$ cat src/rtl/frame_pack.sv
// Packs RADIX-bit symbols MSB-first into TRACEBACK_DEPTH-bit frames, with a second
// frame buffer so assembly continues under output backpressure. Define PACK_FLUSH_EN for i_flush / o_frame_len.
module frame_pack #(
    parameter int RADIX           = 4,
    parameter int TRACEBACK_DEPTH = 60,
    localparam int N  = TRACEBACK_DEPTH / RADIX,
    localparam int CW = (N > 1) ? $clog2(N) : 1,
    localparam int LW = $clog2(N + 1)
) (
    input  logic                       clk,
    input  logic                       rst,
`ifdef PACK_FLUSH_EN
    input  logic                       i_flush,
    output logic [LW-1:0]              o_frame_len,
`endif
    input  logic [RADIX-1:0]           i_sym,
    input  logic                       i_valid,
    output logic                       o_ready,
    output logic [TRACEBACK_DEPTH-1:0] o_frame,
    output logic                       o_frame_valid,
    input  logic                       i_frame_ready
);

    logic [TRACEBACK_DEPTH-1:0] asm_q, asm_d, asm_ins;
    logic [TRACEBACK_DEPTH-1:0] frame_q, frame_d;
    logic [CW-1:0]              cnt_q, cnt_d;
    logic                       asm_full_q, asm_full_d;
    logic                       frame_valid_q, frame_valid_d;
    logic                       accept, out_free, close;
`ifdef PACK_FLUSH_EN
    logic [LW-1:0]              len_q, len_d;
    logic [LW-1:0]              asm_len_q, asm_len_d;
    logic [LW-1:0]              close_len;
`endif

    assign accept   = i_valid && !asm_full_q;
    assign out_free = !frame_valid_q || i_frame_ready;

`ifdef PACK_FLUSH_EN
    // A flush closes whatever is in asm, including a symbol landing this cycle.
    assign close     = (accept && (cnt_q == CW'(N - 1)))
                     || (i_flush && !asm_full_q && ((cnt_q != '0) || accept));
    assign close_len = LW'(cnt_q) + LW'(accept);
`else
    assign close     = accept && (cnt_q == CW'(N - 1));
`endif

    always_comb begin
        // NOTE: every combinational output gets a default first so no path leaves it unassigned (no latch).
        asm_ins = asm_q;
        for (int k = 0; k < N; k++) begin
            if (accept && (cnt_q == CW'(k))) begin
                asm_ins[TRACEBACK_DEPTH-1-k*RADIX -: RADIX] = i_sym;
            end
        end
    end

    always_comb begin
        asm_d         = asm_q;
        cnt_d         = cnt_q;
        asm_full_d    = asm_full_q;
        frame_d       = frame_q;
        frame_valid_d = frame_valid_q && !i_frame_ready;
`ifdef PACK_FLUSH_EN
        len_d         = len_q;
        asm_len_d     = asm_len_q;
`endif
        if (asm_full_q && out_free) begin
            // asm is cleared whenever its frame leaves, so flushed frames get zero LSBs.
            frame_d       = asm_q;
            frame_valid_d = 1'b1;
            asm_full_d    = 1'b0;
            asm_d         = '0;
`ifdef PACK_FLUSH_EN
            len_d         = asm_len_q;
`endif
        end else if (close) begin
            cnt_d = '0;
            if (out_free) begin
                frame_d       = asm_ins;
                frame_valid_d = 1'b1;
                asm_d         = '0;
`ifdef PACK_FLUSH_EN
                len_d         = close_len;
`endif
            end else begin
                asm_d      = asm_ins;
                asm_full_d = 1'b1;
`ifdef PACK_FLUSH_EN
                asm_len_d  = close_len;
`endif
            end
        end else if (accept) begin
            asm_d = asm_ins;
            cnt_d = cnt_q + CW'(1);
        end
    end

    // NOTE: state registers use non-blocking assignments so every flop samples pre-edge values.
    always_ff @(posedge clk or posedge rst) begin
        if (rst) begin
            asm_q         <= '0;
            cnt_q         <= '0;
            asm_full_q    <= 1'b0;
            frame_q       <= '0;
            frame_valid_q <= 1'b0;
`ifdef PACK_FLUSH_EN
            len_q         <= '0;
            asm_len_q     <= '0;
`endif
        end else begin
            asm_q         <= asm_d;
            cnt_q         <= cnt_d;
            asm_full_q    <= asm_full_d;
            frame_q       <= frame_d;
            frame_valid_q <= frame_valid_d;
`ifdef PACK_FLUSH_EN
            len_q         <= len_d;
            asm_len_q     <= asm_len_d;
`endif
        end
    end

    assign o_ready       = !asm_full_q;
    assign o_frame       = frame_q;
    assign o_frame_valid = frame_valid_q;
`ifdef PACK_FLUSH_EN
    assign o_frame_len   = len_q;
`endif

endmodule

$ cat config.mk
export PLATFORM = sky130hd
export DESIGN_NAME = frame_pack
export DESIGN_NICKNAME = d
export VERILOG_FILES = /design/src/rtl/frame_pack.sv
export SDC_FILE = /design/constraint.sdc
export NUM_CORES = 1
export LEC_CHECK = 0
export ABC_AREA = 0
export BUFFER_PORTS_ARGS = -buffer_cell sky130_fd_sc_hd__buf_2
export CAP_MARGIN = 0
export CORE_MARGIN = 4
export CORE_UTILIZATION = 30
export DETAILED_ROUTE_END_ITERATION = 6
export GPL_ROUTABILITY_DRIVEN = 0
export SYNTH_ARGS = -nofsm -noshare
export SYNTH_HDL_FRONTEND = slang
export SYNTH_SLANG_ARGS = --single-unit
$ cat constraint.sdc
create_clock -name clk -period 3.7 [get_ports clk]
set_input_delay 0.37 -clock clk [delete_from_list [all_inputs] [get_ports clk]]
set_output_delay 0.37 -clock clk [all_outputs]
set_load 0.01 [all_outputs]
==> results of run 1 <==
[power groups by stage]
| stage | clock [W] | combinational (W) | sequential, W |
|---|---|---|---|
| 5_1_grt | 0.00188 | 0.00144 | 0.00229 |
| 3_5_place_dp | 0 | 0.00130 | 0.00224 |
| 2_1_floorplan | 0 | 0.000741 | 0.00228 |
| 4_1_cts | 0.00182 | 0.00130 | 0.00223 |
| 6_report | 0.00179 | 0.00127 | 0.00222 |
| 3_3_place_gp | 0 | 0.00126 | 0.00222 |
[area by class of cell]
cell class | count | share of cell area
Inverter | 5 | 0.003541
Timing Repair Buffer | 75 | 0.06335
Clock inverter | 10 | 0.02499
Clock buffer | 22 | 0.07614
Sequential cell | 126 | 0.4958
Multi-Input combinational cell | 325 | 0.2929
Tap cell | 220 | 0.04328
[layout by cell type, fill, tap and decap left out, types with 5 or more instances in the layout]
cell type,count
nand2_1,126
dfrtp_1,126
buf_2,69
o21ai_0,37
a22o_1,36
nor2_1,30
mux2i_1,20
clkbuf_16,17
a21oi_1,11
and2_1,10
a21o_1,9
a32o_1,8
nor3b_1,5
buf_4,5
[cell usage after synthesis (all sizes together)]
cell	instances
nor2	31
o21ai	38
nand4	1
and4bb	1
and4	1
o2bb2ai	1
o41ai	1
mux2i	20
buf	19
clkbuf	14
inv	5
nand3	4
nor3	1
nand2b	3
or2	1
a21oi	11
nor4b	1
a21o	9
a41oi	1
nor2b	2
a221oi	4
ha	4
and3	3
nand2	126
nor4	1
a32o	8
dfrtp	126
nor4bb	1
and2	10
a22o	36
nor3b	5
[worst register-to-register path, stage by stage, from the launching register on]
cell	delay (ns)
dfrtp_1	0.43
inv_1	0.10
ha_1	0.35
a41oi_1	0.49
or2_2	0.62
buf_12	0.30
nand2_1	0.10
o21ai_0	0.14
[per-layer routing]
layer | routed length [um] | vias up | track usage
met4 | 143 | 0 | 0.04325
met5 | 0 | - | 0
li1 | - | 1805 | -
met2 | 5491 | 109 | 0.1898
met3 | 647 | 16 | 0.03671
met1 | 5913 | 1882 | 0.1810
[per-stage QoR]
stage | hold slack (ns) | instance area (um^2) | utilization
finish | 0.1531 | 6360 | 0.3795
global route | 0.2092 | 6360 | 0.3795
CTS | 0.1738 | 6360 | 0.3795
detailed placement | 0.4586 | 5717 | 0.3411
global placement | 0.4571 | 5717 | 0.3411
floorplan | 0.4386 | 5179 | -
[logic make-up after synthesis]
kind of cell             Yosys count  share of synthesized area
multiplexers                      20                    0.03868
flip-flops                       126                     0.6093
adder cells (fa/ha/maj)            4                   0.009672
buffers and inverters             38                    0.03216
AND/OR/NAND/NOR                  192                     0.1615
AO/OA/AOI/OAI                    109                     0.1487
[path summary, 6_finish.rpt]
kind                          endpoint  slack, ns  cells after the start
max reg2reg                  asm_q[58]       1.09                      7
max in group asynchronous    asm_q[57]       2.83                      3
min                         o_frame[5]       0.15                      3
min in group clk             asm_q[36]       0.44                      3
min reg2reg                o_frame[20]       0.47                      2
max                          asm_q[58]       1.09                      7
[registers in the layout, summed over array words and instances, names as in the netlist]
signal and count:
o_frame 60, asm_q 60, o_frame_valid 1, cnt_q 4
asm_full_q 1
==> metrics, run 1 <==
Synth top area share=0.6093; Slew @ Worst Pin=0.9213 ns; Synth Warn #=0; crit-path max FO=48; Crit Path Class=reg -> reg; TNS Setup=0 ns; Num Clock Sinks=126; total power=0.005281 W; CP max-delay cell=or2_2; Synthesized Nets=501; delay-heaviest family, CP=simple AND/OR/NAND/NOR gates; CTS Buffer Depth=2; RSZ-0062 raised after global routing=no; Synth area leader=dfrtp_1; CTS Hold Bufs=0; area occupied by multi-input gates=1863 um^2; First DRT Iteration DRCs=156; Combinational Power Share=0.240; Max Cap Viol=0; Fin. Hold Viols=0; slowest stage delay, CP=0.62 ns; placed cell count=751; # IOs=70; std cell rows=47; sequential share of the synthesized area=0.6093; top area cells in the synthesized netlist=dfrtp_1 61%, nand2_1 9.1%, a22o_1 6.1%; Cell Area, Synth=5175 um^2; Reg2Reg Launch Point=cnt_q[0]; gr ovfl total=0; Sequential Power Share=0.421; Tmin final=2.609 ns; synth unique cells=32; Routed Antenna Nets=0; Total GRT Usage=0.1282; Final period util=0.7052; worst skew pair latency=0.41 ns; switching power=0.001607 W; post-CTS setup buffer count=0; DRC Markers=0; number of synthesized register bits=126; largest net degree at the start of global routing=77; core area=16760 um^2; CTS tree=yes; H-tree lvl count=4; final setup fails=0; Buffers on Ports=69; Routed WL per cell=15.58 um; Power Density=830.3 nW/um^2; initial antenna violation count=0; FMAX=383.2 MHz; PnR worst setup slack=1.091 ns; Place WS=1.103 ns; antenna cells=0; critical path startpoint=cnt_q[0]; NumNets Final=562; CTS buffer count=17; die width=139.3 um; Clock transition at path regs=0.06 ns; Resized cells post-CTS=0; DIE AREA=19420 um^2; share of layout cells above drive strength 1=0.1989; status=finished clean; Layout area overhead=22.90%; DIE HEIGHT=139.3 um; Rel. slew slack=0.3858; cells after synthesis=489; clk root buf=clkbuf_16; Switching Fraction=0.3042; worst path bufs/invs=2; first-pass GRT wire length=20050 um; total number of vias=3812; vias in the first global route=3800; maximum vdd ir drop=0.0003800 V; clock skew=0.006489 ns; leakage=3.349 nW; fin. max-slew vios=0; Post-Syn Area per Cell=10.58 um^2; worst path cell trace=inv_1 > ha_1 > a41oi_1 > or2_2 > buf_12 > nand2_1 > o21ai_0; initial core utilization=0.3088; FILL cells=1673; HPWL after DPL=8206 um; Clk pwr share=0.339; fin cells=783; internal power=0.003674 W; Hold/Removal Path Class=in -> async; endpoint class of the critical path=flop; Initial DRT Pass Iterations=5; Reg area=3153 um^2; CP Launch Type=flop; CP required=4.03 ns; CP arrival=2.94 ns; drt via density=4.868; routed wire length=12200 um
No activity file was read; power rests on OpenSTA's default activity.
==> inputs of run 2 (changes only) <==
==> constraint.sdc (replaced) <==
create_clock -name clk -period 2.7 [get_ports clk]
set_input_delay 0.27 -clock clk [delete_from_list [all_inputs] [get_ports clk]]
set_output_delay 0.27 -clock clk [all_outputs]
set_load 0.01 [all_outputs]
==> metrics, run 2 (synthesis gave the netlist of run 1 again) <==
status=finished clean; area occupied by multi-input gates=1863 um^2; clk root buf=clkbuf_16; Layout area overhead=22.80%; grt met3 use=0.03533; fin. max-slew vios=0; H-tree lvl count=4; worst skew pair latency=0.40 ns; Fin. Hold Viols=0; drt via density=4.933; maximum vdd ir drop=0.0007249 V; CTS Hold Bufs=0; CTS buffer count=17; RSZ-0062 raised after global routing=no; FILL cells=1688; clock skew=0.008186 ns; Initial DRT Pass Iterations=4; Total GRT Usage=0.1351; total number of vias=3877; Routed Antenna Nets=0; # IOs=70; M1 GR Usage=0.1975; final setup fails=0; first-pass GRT wire length=21200 um; largest net degree at the start of global routing=127; FF-to-FF path depth=6; commonest non-fill, non-tap cells in the layout=126 x nand2_1, 126 x dfrtp_1, 69 x buf_2; NumNets Final=565; Clock transition at path regs=0.05 ns; endpoint class of the critical path=flop; routed wire length=12680 um; First DRT Iteration DRCs=288; initial antenna violation count=0; vias in the first global route=3935; HPWL after DPL=8439 um; FMAX=423.5 MHz; DRC Markers=0; CTS Buffer Depth=2; std cell rows=47; Tmin final=2.361 ns; DIE AREA=19420 um^2; CP arrival=2.62 ns; gr ovfl total=0; Hold/Removal Path Class=in -> async; Reg area=3153 um^2; core area=16760 um^2; Final period util=0.8746; Buffers on Ports=69; crit-path max FO=30; Crit Reg-Reg Endpoint=o_frame[48]; Crit Path Class=reg -> reg; Power Density=1114 nW/um^2; CTS tree=yes; layer with the highest usage=met2; Num Clock Sinks=126; share of layout cells above drive strength 1=0.1961; CP Launch Type=flop; Post-Route Utilization=0.3792; PnR worst setup slack=0.3386 ns; Resized cells post-CTS=0; antenna cells=0; flop-to-flop setup slack=0.34 ns; leakage=3.351 nW; Rel. slew slack=0.5493; post-CTS setup buffer count=0; grt met2 use=0.2000; TNS Setup=0 ns; Max Cap Viol=0; die width=139.3 um; CP required=2.96 ns; Routed WL per cell=16.13 um; DIE HEIGHT=139.3 um; initial core utilization=0.3088; Place WS=0.3806 ns; Slew @ Worst Pin=0.6761 ns; Reg2Reg Launch Point=cnt_q[0]
## run 2: cell types whose count changed in the layout (fill, tap and decap cells not counted), sizes merged
| cell | previous run | this run |
|---|---|---|
| clkbuf | 22 | 27 |
| clkinv | 4 | 2 |
| clkinvlp | 3 | 2 |
| buf | 75 | 78 |
| bufinv | 4 | 2 |
## run 2: routing by layer
metal | wire length [um] | vias up | share of wire
met3 | 669 | 6 | 0.053
met4 | 66 | 0 | 0.0052
li1 | - | 1818 | -
met2 | 5855 | 120 | 0.46
met1 | 6086 | 1933 | 0.48
met5 | 0 | - | 0
## run 2: worst max path at each step
| stage | start | endpoint | slack [ns] | cells after the start |
|---|---|---|---|---|
| floorplan | rst | asm_full_q | 0.88 | 1 |
| global placement | cnt_q[0] | o_frame[57] | 0.54 | 7 |
| detailed placement | cnt_q[0] | o_frame[57] | 0.38 | 7 |
| CTS | cnt_q[0] | o_frame[48] | 0.35 | 6 |
| finish | cnt_q[0] | o_frame[48] | 0.34 | 6 |
| global route | cnt_q[0] | o_frame[57] | 0.15 | 7 |
## run 2: where the power goes
group / internal (W) / total [W] / switching [W]
Sequential: 0.00262 / 0.00306 / 0.000446
Clock: 0.00148 / 0.00225 / 0.000769
Combinational: 0.000794 / 0.00177 / 0.000972
## run 2: cell type report
class / count / area share
Timing Repair Buffer: 78 / 0.07088
Clock inverter: 5 / 0.01221
Tap cell: 220 / 0.04332
Sequential cell: 126 / 0.4962
Multi-Input combinational cell: 325 / 0.2932
Inverter: 5 / 0.003544
Clock buffer: 27 / 0.08072
## run 2: worst max-delay path: stages, from the launching register on
cell and delay [ns]:
dfrtp_1 0.44, inv_1 0.11, ha_1 0.23, a41oi_1 0.46
or2_2 0.61, buf_12 0.24, o21ai_0 0.12
## run 2: metrics by stage
step / hold slack (ns) / cells / cell area (um^2) / power, W
2_1_floorplan: 0.4386 / 489 / 5179 / 0.004134
3_3_place_gp: 0.4551 / 754 / 5764 / 0.004789
3_5_place_dp: 0.4592 / 754 / 5764 / 0.004883
4_1_cts: 0.1041 / 786 / 6355 / 0.007159
5_1_grt: 0.1160 / 786 / 6355 / 0.007544
6_report: 0.04705 / 786 / 6355 / 0.007078
==> inputs of run 3 (changes only) <==
--- a/config.mk
+++ b/config.mk
@@ -6,11 +6,11 @@
 export NUM_CORES = 1
 export LEC_CHECK = 0
 export ABC_AREA = 0
-export BUFFER_PORTS_ARGS = -buffer_cell sky130_fd_sc_hd__buf_2
 export CAP_MARGIN = 0
 export CORE_MARGIN = 4
 export CORE_UTILIZATION = 30
 export DETAILED_ROUTE_END_ITERATION = 6
+export DONT_BUFFER_PORTS = 1
 export GPL_ROUTABILITY_DRIVEN = 0
 export SYNTH_ARGS = -nofsm -noshare
 export SYNTH_HDL_FRONTEND = slang
==> metrics, run 3 (synthesis gave the netlist of run 1 again) <==
fin cells=726; CTS tree=yes; Slew @ Worst Pin=0.6802 ns; # IOs=70; Clock transition at path regs=0.05 ns; CP Launch Type=flop; DIE AREA=19420 um^2; First DRT Iteration DRCs=178; Resized cells post-CTS=0; gr ovfl total=0; Layout area overhead=16.61%; TNS Setup=0 ns; Hold/Removal Path Class=in -> reg; placed cell count=686; M1 GR Usage=0.1799; Hold Path Origin=i_sym[2]; Reg area=3153 um^2; FILL cells=1673; final setup fails=0; clock skew=0.008057 ns; CP arrival=2.56 ns; Sequential Power Share=0.501; most used cell, CP=buf_4; CP required=2.98 ns; initial antenna violation count=0; Power Density=1095 nW/um^2; post-CTS setup buffer count=0; Crit Path Class=reg -> reg; WHS Endpoint=asm_q[10]; maximum vdd ir drop=0.0005275 V; Final period util=0.8429; worst skew pair latency=0.41 ns; initial core utilization=0.3088; area occupied by multi-input gates=1863 um^2; Crit Reg-Reg Endpoint=o_frame[43]; Routed Antenna Nets=0; CTS Buffer Depth=2; slowest stage delay, CP=0.50 ns; Max Cap Viol=0; Total GRT Usage=0.1332; status=finished clean; Tmin final=2.276 ns; crit-path max FO=34; flop-to-flop setup slack=0.42 ns; std cell rows=47; leakage=3.011 nW; Initial DRT Pass Iterations=4; Combinational Power Share=0.180; antenna cells=0; CP max-delay cell=or2_2; first-pass GRT wire length=20350 um; internal power=0.004484 W; FMAX=439.4 MHz; RSZ-0062 raised after global routing=no; clk root buf=clkbuf_16; Clk pwr share=0.319; Fin. Hold Viols=0; vias in the first global route=3670; Buffers on Ports=0; DRC Markers=0; share of layout cells above drive strength 1=0.09091; Rel. slew slack=0.5465; H-tree lvl count=4; die width=139.3 um; fin. max-slew vios=0; Routed WL per cell=17.41 um; drt via density=4.981; worst path cell trace=inv_1 > ha_1 > a41oi_1 > buf_4 > or2_2 > buf_4 > o21ai_0; commonest non-fill, non-tap cells in the layout=126 x nand2_1, 126 x dfrtp_1, 37 x o21ai_0; layer with the highest usage=met2; largest net degree at the start of global routing=127; routed wire length=12640 um; grt met2 use=0.1896; HPWL after DPL=8121 um; PnR worst setup slack=0.4242 ns; core area=16760 um^2; worst hold path cell count=1; FF-to-FF path depth=7; Reg2Reg Launch Point=cnt_q[0]; Place WS=0.4226 ns; NumNets Final=505; total number of vias=3616; grt met3 use=0.05420; endpoint class of the critical path=flop; CTS buffer count=17; Switching Fraction=0.3216; DIE HEIGHT=139.3 um; switching power=0.002126 W; Num Clock Sinks=126
-- run 3: cell types whose count changed in the layout (fill, tap and decap cells not counted), moves of 3 or more --
cell	before	now
clkbuf_1	5	2
clkbuf_8	5	2
buf_4	6	9
buf_2	69	0
dlygate4sd3_1	0	8
clkinv_2	2	6
-- run 3: how the worst max path moves through the flow --
| stage | startpoint | end | slack, ns | cells after the start |
|---|---|---|---|---|
| 2_1_floorplan | rst | asm_full_q | 0.88 | 1 |
| 3_3_place_gp | cnt_q[0] | o_frame[46] | 0.54 | 7 |
| 3_5_place_dp | cnt_q[0] | o_frame[46] | 0.42 | 7 |
| 4_1_cts | cnt_q[0] | o_frame[43] | 0.41 | 7 |
| 5_1_grt | cnt_q[0] | o_frame[43] | 0.23 | 7 |
| 6_report | cnt_q[0] | o_frame[43] | 0.42 | 7 |
-- run 3: layout make-up --
cell class / count / share of cell area
flip-flops and latches: 126 / 0.5225
well taps: 220 / 0.04561
repair buffers: 18 / 0.02778
clock buffers: 21 / 0.07630
multi-input cells: 325 / 0.3087
clock inverters: 11 / 0.01534
inverters: 5 / 0.003732
-- run 3: timing repair --
item,CTS,global route
hold buffers,6,2
endpoints found under the setup margin,0,0
endpoints found under the hold margin,160,2
-- run 3: worst max-delay path: cells and delay by family, from the launching register on --
family,cells,cell delay (ns)
buffers and inverters,3,0.65
AND/OR/NAND/NOR,1,0.50
flip-flops,1,0.43
AO/OA/AOI/OAI,2,0.34
adder cells (fa/ha/maj),1,0.22
-- run 3: stage by stage --
stage	hold WS [ns]	util	power, W	instance area, um^2
after global placement	0.3965	0.3223	0.004456	5401
after detailed placement	0.4027	0.3223	0.004541	5401
after global routing	0.008347	0.3601	0.007033	6035
after floorplan	0.4386	-	0.004134	5179
final	0.01512	0.3601	0.006610	6035
after CTS	0.001386	0.3589	0.006688	6015
-- run 3: power by group through the flow --
stage	sequential, W	combinational [W]	clock, W
3_5_place_dp	0.00335	0.00119	0
2_1_floorplan	0.00312	0.00102	0
4_1_cts	0.00334	0.00121	0.00214
5_1_grt	0.00342	0.00136	0.00225
3_3_place_gp	0.00334	0.00112	0
6_report	0.00331	0.00119	0.00211
-- run 3: layer usage --
layer / up-vias / share of wire
met2: 102 / 0.46
met4: 0 / 0.019
met3: 21 / 0.074
met1: 1791 / 0.45
met5: - / 0
li1: 1702 / -
